[src/rtl/bsg_counter_overflow_rr_sched.sv]
`default_nettype none
// ============================================================================
// Module   : bsg_counter_overflow_rr_sched
// Purpose  : Round-robin scheduler sharing one overflow-counter timer between
//            num_req_p requesters. Optional done-interval statistics counter
//            enabled by macro BSG_COUNTER_OVERFLOW_RR_SCHED_STATS_EN.
// Revision : 1.0 - initial release
// ============================================================================
module bsg_counter_overflow_rr_sched #(
    parameter int                 num_req_p = 4,
    parameter int                 width_p   = 24,
    parameter logic [width_p-1:0] max_val_p = width_p'(24'hFFFFFF)
) (
    input  logic                 clk_i,
    input  logic                 reset_i,
    input  logic [num_req_p-1:0] req_i,
    input  logic                 tick_i,
    output logic [num_req_p-1:0] grant_o,
    output logic [num_req_p-1:0] done_o,
    output logic [width_p-1:0]   count_o,
`ifdef BSG_COUNTER_OVERFLOW_RR_SCHED_STATS_EN
    output logic [15:0]          done_cnt_o,
`endif
    output logic                 busy_o
);

    localparam int IDX_W = (num_req_p > 1) ? $clog2(num_req_p) : 1;

    typedef enum logic [1:0] {
        IDLE = 2'd0,
        RUN  = 2'd1,
        DONE = 2'd2
    } state_t;

    state_t                 state_q, state_d;
    logic [IDX_W-1:0]       ptr_q, ptr_d;
    logic [IDX_W-1:0]       gidx_q, gidx_d;
    logic [num_req_p-1:0]   grant_q, grant_d;
    logic [num_req_p-1:0]   done_q, done_d;
    logic [width_p-1:0]     count_q, count_d;

    logic                   sel_found;
    logic [IDX_W-1:0]       sel_idx;
    logic [IDX_W-1:0]       ptr_after_grant;

    // Scan downward so the candidate closest to the pointer is the final winner.
    always_comb begin
        sel_found = 1'b0;
        sel_idx   = '0;
        for (int k = num_req_p - 1; k >= 0; k--) begin
            if (req_i[(int'(ptr_q) + k) % num_req_p]) begin
                sel_found = 1'b1;
                sel_idx   = IDX_W'((int'(ptr_q) + k) % num_req_p);
            end
        end
    end

    assign ptr_after_grant = IDX_W'((int'(gidx_q) + 1) % num_req_p);

    always_comb begin
        state_d = state_q;
        ptr_d   = ptr_q;
        gidx_d  = gidx_q;
        grant_d = grant_q;
        done_d  = '0;
        count_d = count_q;
        case (state_q)
            IDLE: begin
                grant_d = '0;
                count_d = '0;
                if (sel_found) begin
                    state_d          = RUN;
                    gidx_d           = sel_idx;
                    grant_d[sel_idx] = 1'b1;
                end
            end
            RUN: begin
                // Abort wins over a coincident overflow.
                if (!req_i[gidx_q]) begin
                    state_d = IDLE;
                    grant_d = '0;
                    count_d = '0;
                    ptr_d   = ptr_after_grant;
                end else if (tick_i && (count_q == max_val_p)) begin
                    state_d = DONE;
                    count_d = '0;
                    done_d  = grant_q;
                    ptr_d   = ptr_after_grant;
                end else if (tick_i) begin
                    count_d = count_q + 1'b1;
                end
            end
            DONE: begin
                state_d = IDLE;
                grant_d = '0;
            end
            default: begin
                state_d = IDLE;
                grant_d = '0;
                count_d = '0;
            end
        endcase
    end

    always_ff @(posedge clk_i) begin
        if (reset_i) begin
            state_q <= IDLE;
            ptr_q   <= '0;
            gidx_q  <= '0;
            grant_q <= '0;
            done_q  <= '0;
            count_q <= '0;
        end else begin
            state_q <= state_d;
            ptr_q   <= ptr_d;
            gidx_q  <= gidx_d;
            grant_q <= grant_d;
            done_q  <= done_d;
            count_q <= count_d;
        end
    end

    assign grant_o = grant_q;
    assign done_o  = done_q;
    assign count_o = count_q;
    assign busy_o  = (state_q != IDLE);

`ifdef BSG_COUNTER_OVERFLOW_RR_SCHED_STATS_EN
    logic [15:0] done_cnt_q;

    always_ff @(posedge clk_i) begin
        if (reset_i) begin
            done_cnt_q <= '0;
        end else if ((state_d == DONE) && (state_q == RUN) && (done_cnt_q != 16'hFFFF)) begin
            done_cnt_q <= done_cnt_q + 16'd1;
        end
    end

    assign done_cnt_o = done_cnt_q;
`endif

endmodule
`default_nettype wire

[config.mk]
export PLATFORM = sky130hd
export DESIGN_NAME = bsg_counter_overflow_rr_sched
export DESIGN_NICKNAME = d
export VERILOG_FILES = /design/src/rtl/bsg_counter_overflow_rr_sched.sv
export SDC_FILE = /design/constraint.sdc
export NUM_CORES = 1
export LEC_CHECK = 0
export CAP_MARGIN = 0
export CELL_PAD_IN_SITES_DETAIL_PLACEMENT = 0
export CELL_PAD_IN_SITES_GLOBAL_PLACEMENT = 1
export CORE_MARGIN = 5
export CORE_UTILIZATION = 34
export CTS_BUF_LIST = sky130_fd_sc_hd__clkbuf_4
export DETAILED_ROUTE_END_ITERATION = 10
export PLACE_DENSITY = 0.86
export SLEW_MARGIN = 20
export SYNTH_ARGS = -nofsm -noshare
export SYNTH_HDL_FRONTEND = slang
export SYNTH_SLANG_ARGS = --single-unit
[constraint.sdc]
create_clock -name clk_i -period 2.48 [get_ports clk_i]
set_input_delay 0.744 -clock clk_i [delete_from_list [all_inputs] [get_ports clk_i]]
set_output_delay 0.744 -clock clk_i [all_outputs]
set_load 0.05 [all_outputs]
==> metrics <==
ys async rst share 0%; Rel. slew slack 64.38%; Synth Instances 212; YS warnings 0; post-layout min period 2.447 ns; Worst Clk Skew 0.007598 ns; Inserted Clock Buffers 5; first-pass GRT wire length 7203 um; CP Class primary input to flop; outcome completed; I/O pin count 40; maximum vdd drop 193.0 uV; slowest CP cell mux4_2; Final setup viols 0; worst setup path start req_i[2]; initial core utilization 35.03%; share of cells above drive strength 1 11.79%; post-synth cell types 44; Area Overhead vs Synth 34.47%; Worst Max-Slew Pin Slew 0.5332 ns; CP required 2.76 ns; Synth area leaders dfxtp_1 (42%), xnor2_1 (7.8%), nor2_1 (5.8%); sequential fraction of the synthesis area 42.25%; violation count after the first detailed-route iteration 97; final clock period utilization by the worst path 98.66%; worst hold path class flop to flop; die area 6851 um^2; count of pins over their slew limit 0; crit path cell chain clkdlybuf4s50_1 -> mux4_2 -> and3_1 -> or3_4 -> or3_1 -> a21oi_1; setup slack at placement -0.3193 ns; Util after Layout 47.10%; post-CTS setup buffer count 0; fill count 542; GPL Wtd Cong 0.8113; buffer depth of the longest clock path 2; HPWL after DPL 3133 um; largest net degree at the start of global routing 25; Net Count, Synth 220; Setup crit start kind primary input; Core ar. 5140 um^2; Skew-Pair Late Insertion Delay 0.34 ns; count of hold-fix buffers inserted at cts 0; Seq cells post-synth 38; Pwr per Cell Area 468.4 nW/um^2; critical path data arrival time 2.73 ns; Synth area leader dfxtp_1; Synth top area share 42.25%; clock sinks 38; Leak Pwr 0.7981 nW; RR Startpoint count_o[0]; ant diodes 0; Via Count 1648; gr ovfl total 0; Worst Path Max Fanout 6; Routed Antenna Nets 0; FP Rows 26; All-Layer GR Usage 13.69%; CTS root buf clkbuf_4; Post-Syn Area 1800 um^2; Total Wirelength 4260 um; RSZ-0062 raised after global routing no; Post-synth EDFFs 0; 1st-pass router iterations 4; Worst Hold Launch grant_o[0]; Setup WS post-layout 0.03323 ns; Hold Fails Final Rpt 0; Nets 270; DR vias/cell 4.949; Synth Flop Type dfxtp_1; Syn Area/Cell 8.493 um^2; TritonCTS clock tree built; die width 82.77 um; CP endpoint kind flop; maxcap violations 0; Max stage delay on crit path 0.48 ns; Port Buf Inserts 39; initial antenna violation count 0; total power 1.134 mW; DRC 0; Worst-path clk slew 0.10 ns; Max Clk Rate 0.4087 GHz; DR WL/cell 12.79 um; vias in the first global route 1518; Die Y 82.77 um; H-Tree Depth 2
[report_power, final]
part / total [mW] / switching, mW / internal (mW)
combinational: 0.182 / 0.103 / 0.0790
sequential: 0.639 / 0.0147 / 0.625
clock: 0.313 / 0.195 / 0.117
total: 1.13 / 0.313 / 0.821
[kinds of logic (layout without fill, tap and decap cells)]
group | after synthesis | in the layout | share of synthesized area (%)
multiplexers | 1 | 1 | 1.251
buffers and inverters | 17 | 68 | 3.891
AO/OA/AOI/OAI | 32 | 32 | 11.68
XOR/XNOR | 21 | 21 | 10.22
adder cells (fa/ha/maj) | 1 | 1 | 0.6948
flip-flops | 38 | 38 | 42.25
AND/OR/NAND/NOR | 102 | 102 | 30.02
[sequential cells by signal, indices dropped and copies added, names as in the netlist]
name / flops
count_o: 24
done_o: 4
grant_o: 4
gidx_q: 2
ptr_q: 2
state_q: 2
[path summary, 6_finish.rpt]
kind,cells after the start,end,slack (ns)
setup reg to reg,5,count_o[18],0.37
hold / removal,1,done_o[0],0.50
hold reg to reg,1,done_o[0],0.50
setup / recovery,6,count_o[18],0.03
[cells in the final DEF, fill, tap and decap left out, types with 2 or more instances in the layout]
| cell type | Yosys | final |
|---|---|---|
| xnor2_1 | 16 | 16 |
| and4_1 | 4 | 4 |
| clkdlybuf4s50_1 | 0 | 38 |
| buf_4 | 0 | 12 |
| and2_1 | 8 | 8 |
| clkbuf_4 | 0 | 6 |
| nand2b_1 | 2 | 2 |
| inv_1 | 8 | 8 |
| o21ai_0 | 4 | 4 |
| a22oi_1 | 4 | 4 |
| nand2_1 | 16 | 16 |
| nor2_1 | 28 | 28 |
| or3_1 | 5 | 5 |
| and3_1 | 2 | 2 |
| nor3_1 | 4 | 4 |
| a311oi_1 | 2 | 2 |
| nand4_1 | 3 | 3 |
| nor4_1 | 8 | 8 |
| dfxtp_1 | 38 | 38 |
| nor2b_1 | 4 | 4 |
| xor2_1 | 5 | 5 |
| nand3_1 | 10 | 10 |
| a21oi_1 | 11 | 11 |
[worst max-delay path, delay by kind of cell]
family,cells,cell delay [ns]
simple gates,3,0.94
mux,1,0.48
buf+inv,1,0.43
compound gates,1,0.14
[what timing repair did]
action                                  4_1_cts  5_1_grt
endpoints found under the setup margin        2        3
pin swaps                                     0        1
gates resized for setup                       2        2
[layer usage]
layer	GRT usage, %	wire [um]	part of all wire [%]	vias up
li1	-	-	-	841
met1	18.10	2058	48	763
met2	21.07	1975	46	36
met3	3.564	169	4.0	8
met4	5.719	57	1.3	0
met5	0	0	0	-
[cell usage after synthesis (2+ instances only)]
cell type   n
a21oi_1    11
a22oi_1     4
a311oi_1    2
a31oi_1     2
and2_1      8
and3_1      2
and4_1      4
buf_2       4
clkbuf_1    3
dfxtp_1    38
inv_1       8
nand2_1    16
nand2b_1    2
nand3_1    10
nand4_1     3
nor2_1     28
nor2b_1     4
nor3_1      4
nor4_1      8
o21ai_0     4
or3_1       5
xnor2_1    16
xor2_1      5
[final cells by class]
type / count / area (um^2) / share of cell area [%]
Inverter: 8 / 30.03 / 1.240
Clock buffer: 6 / 45.04 / 1.860
Timing Repair Buffer: 52 / 499.2 / 20.62
Multi-Input combinational cell: 157 / 989.7 / 40.88
Clock inverter: 2 / 8.758 / 0.3618
Sequential cell: 38 / 760.7 / 31.42
Tap cell: 70 / 87.58 / 3.618
[through the flow]
step / TNS (ns) / cells / instance area [um^2] / hold WS (ns)
3_5_place_dp: -5.353 / 325 / 2349 / 0.4946
2_1_floorplan: 0 / 212 / 1800 / 0.4744
6_report: 0 / 333 / 2421 / 0.5042
3_3_place_gp: -5.330 / 325 / 2349 / 0.4802
5_1_grt: 0 / 333 / 2421 / 0.5189
4_1_cts: 0 / 333 / 2407 / 0.5075
Note: power is estimated with default switching activity, not from simulation.
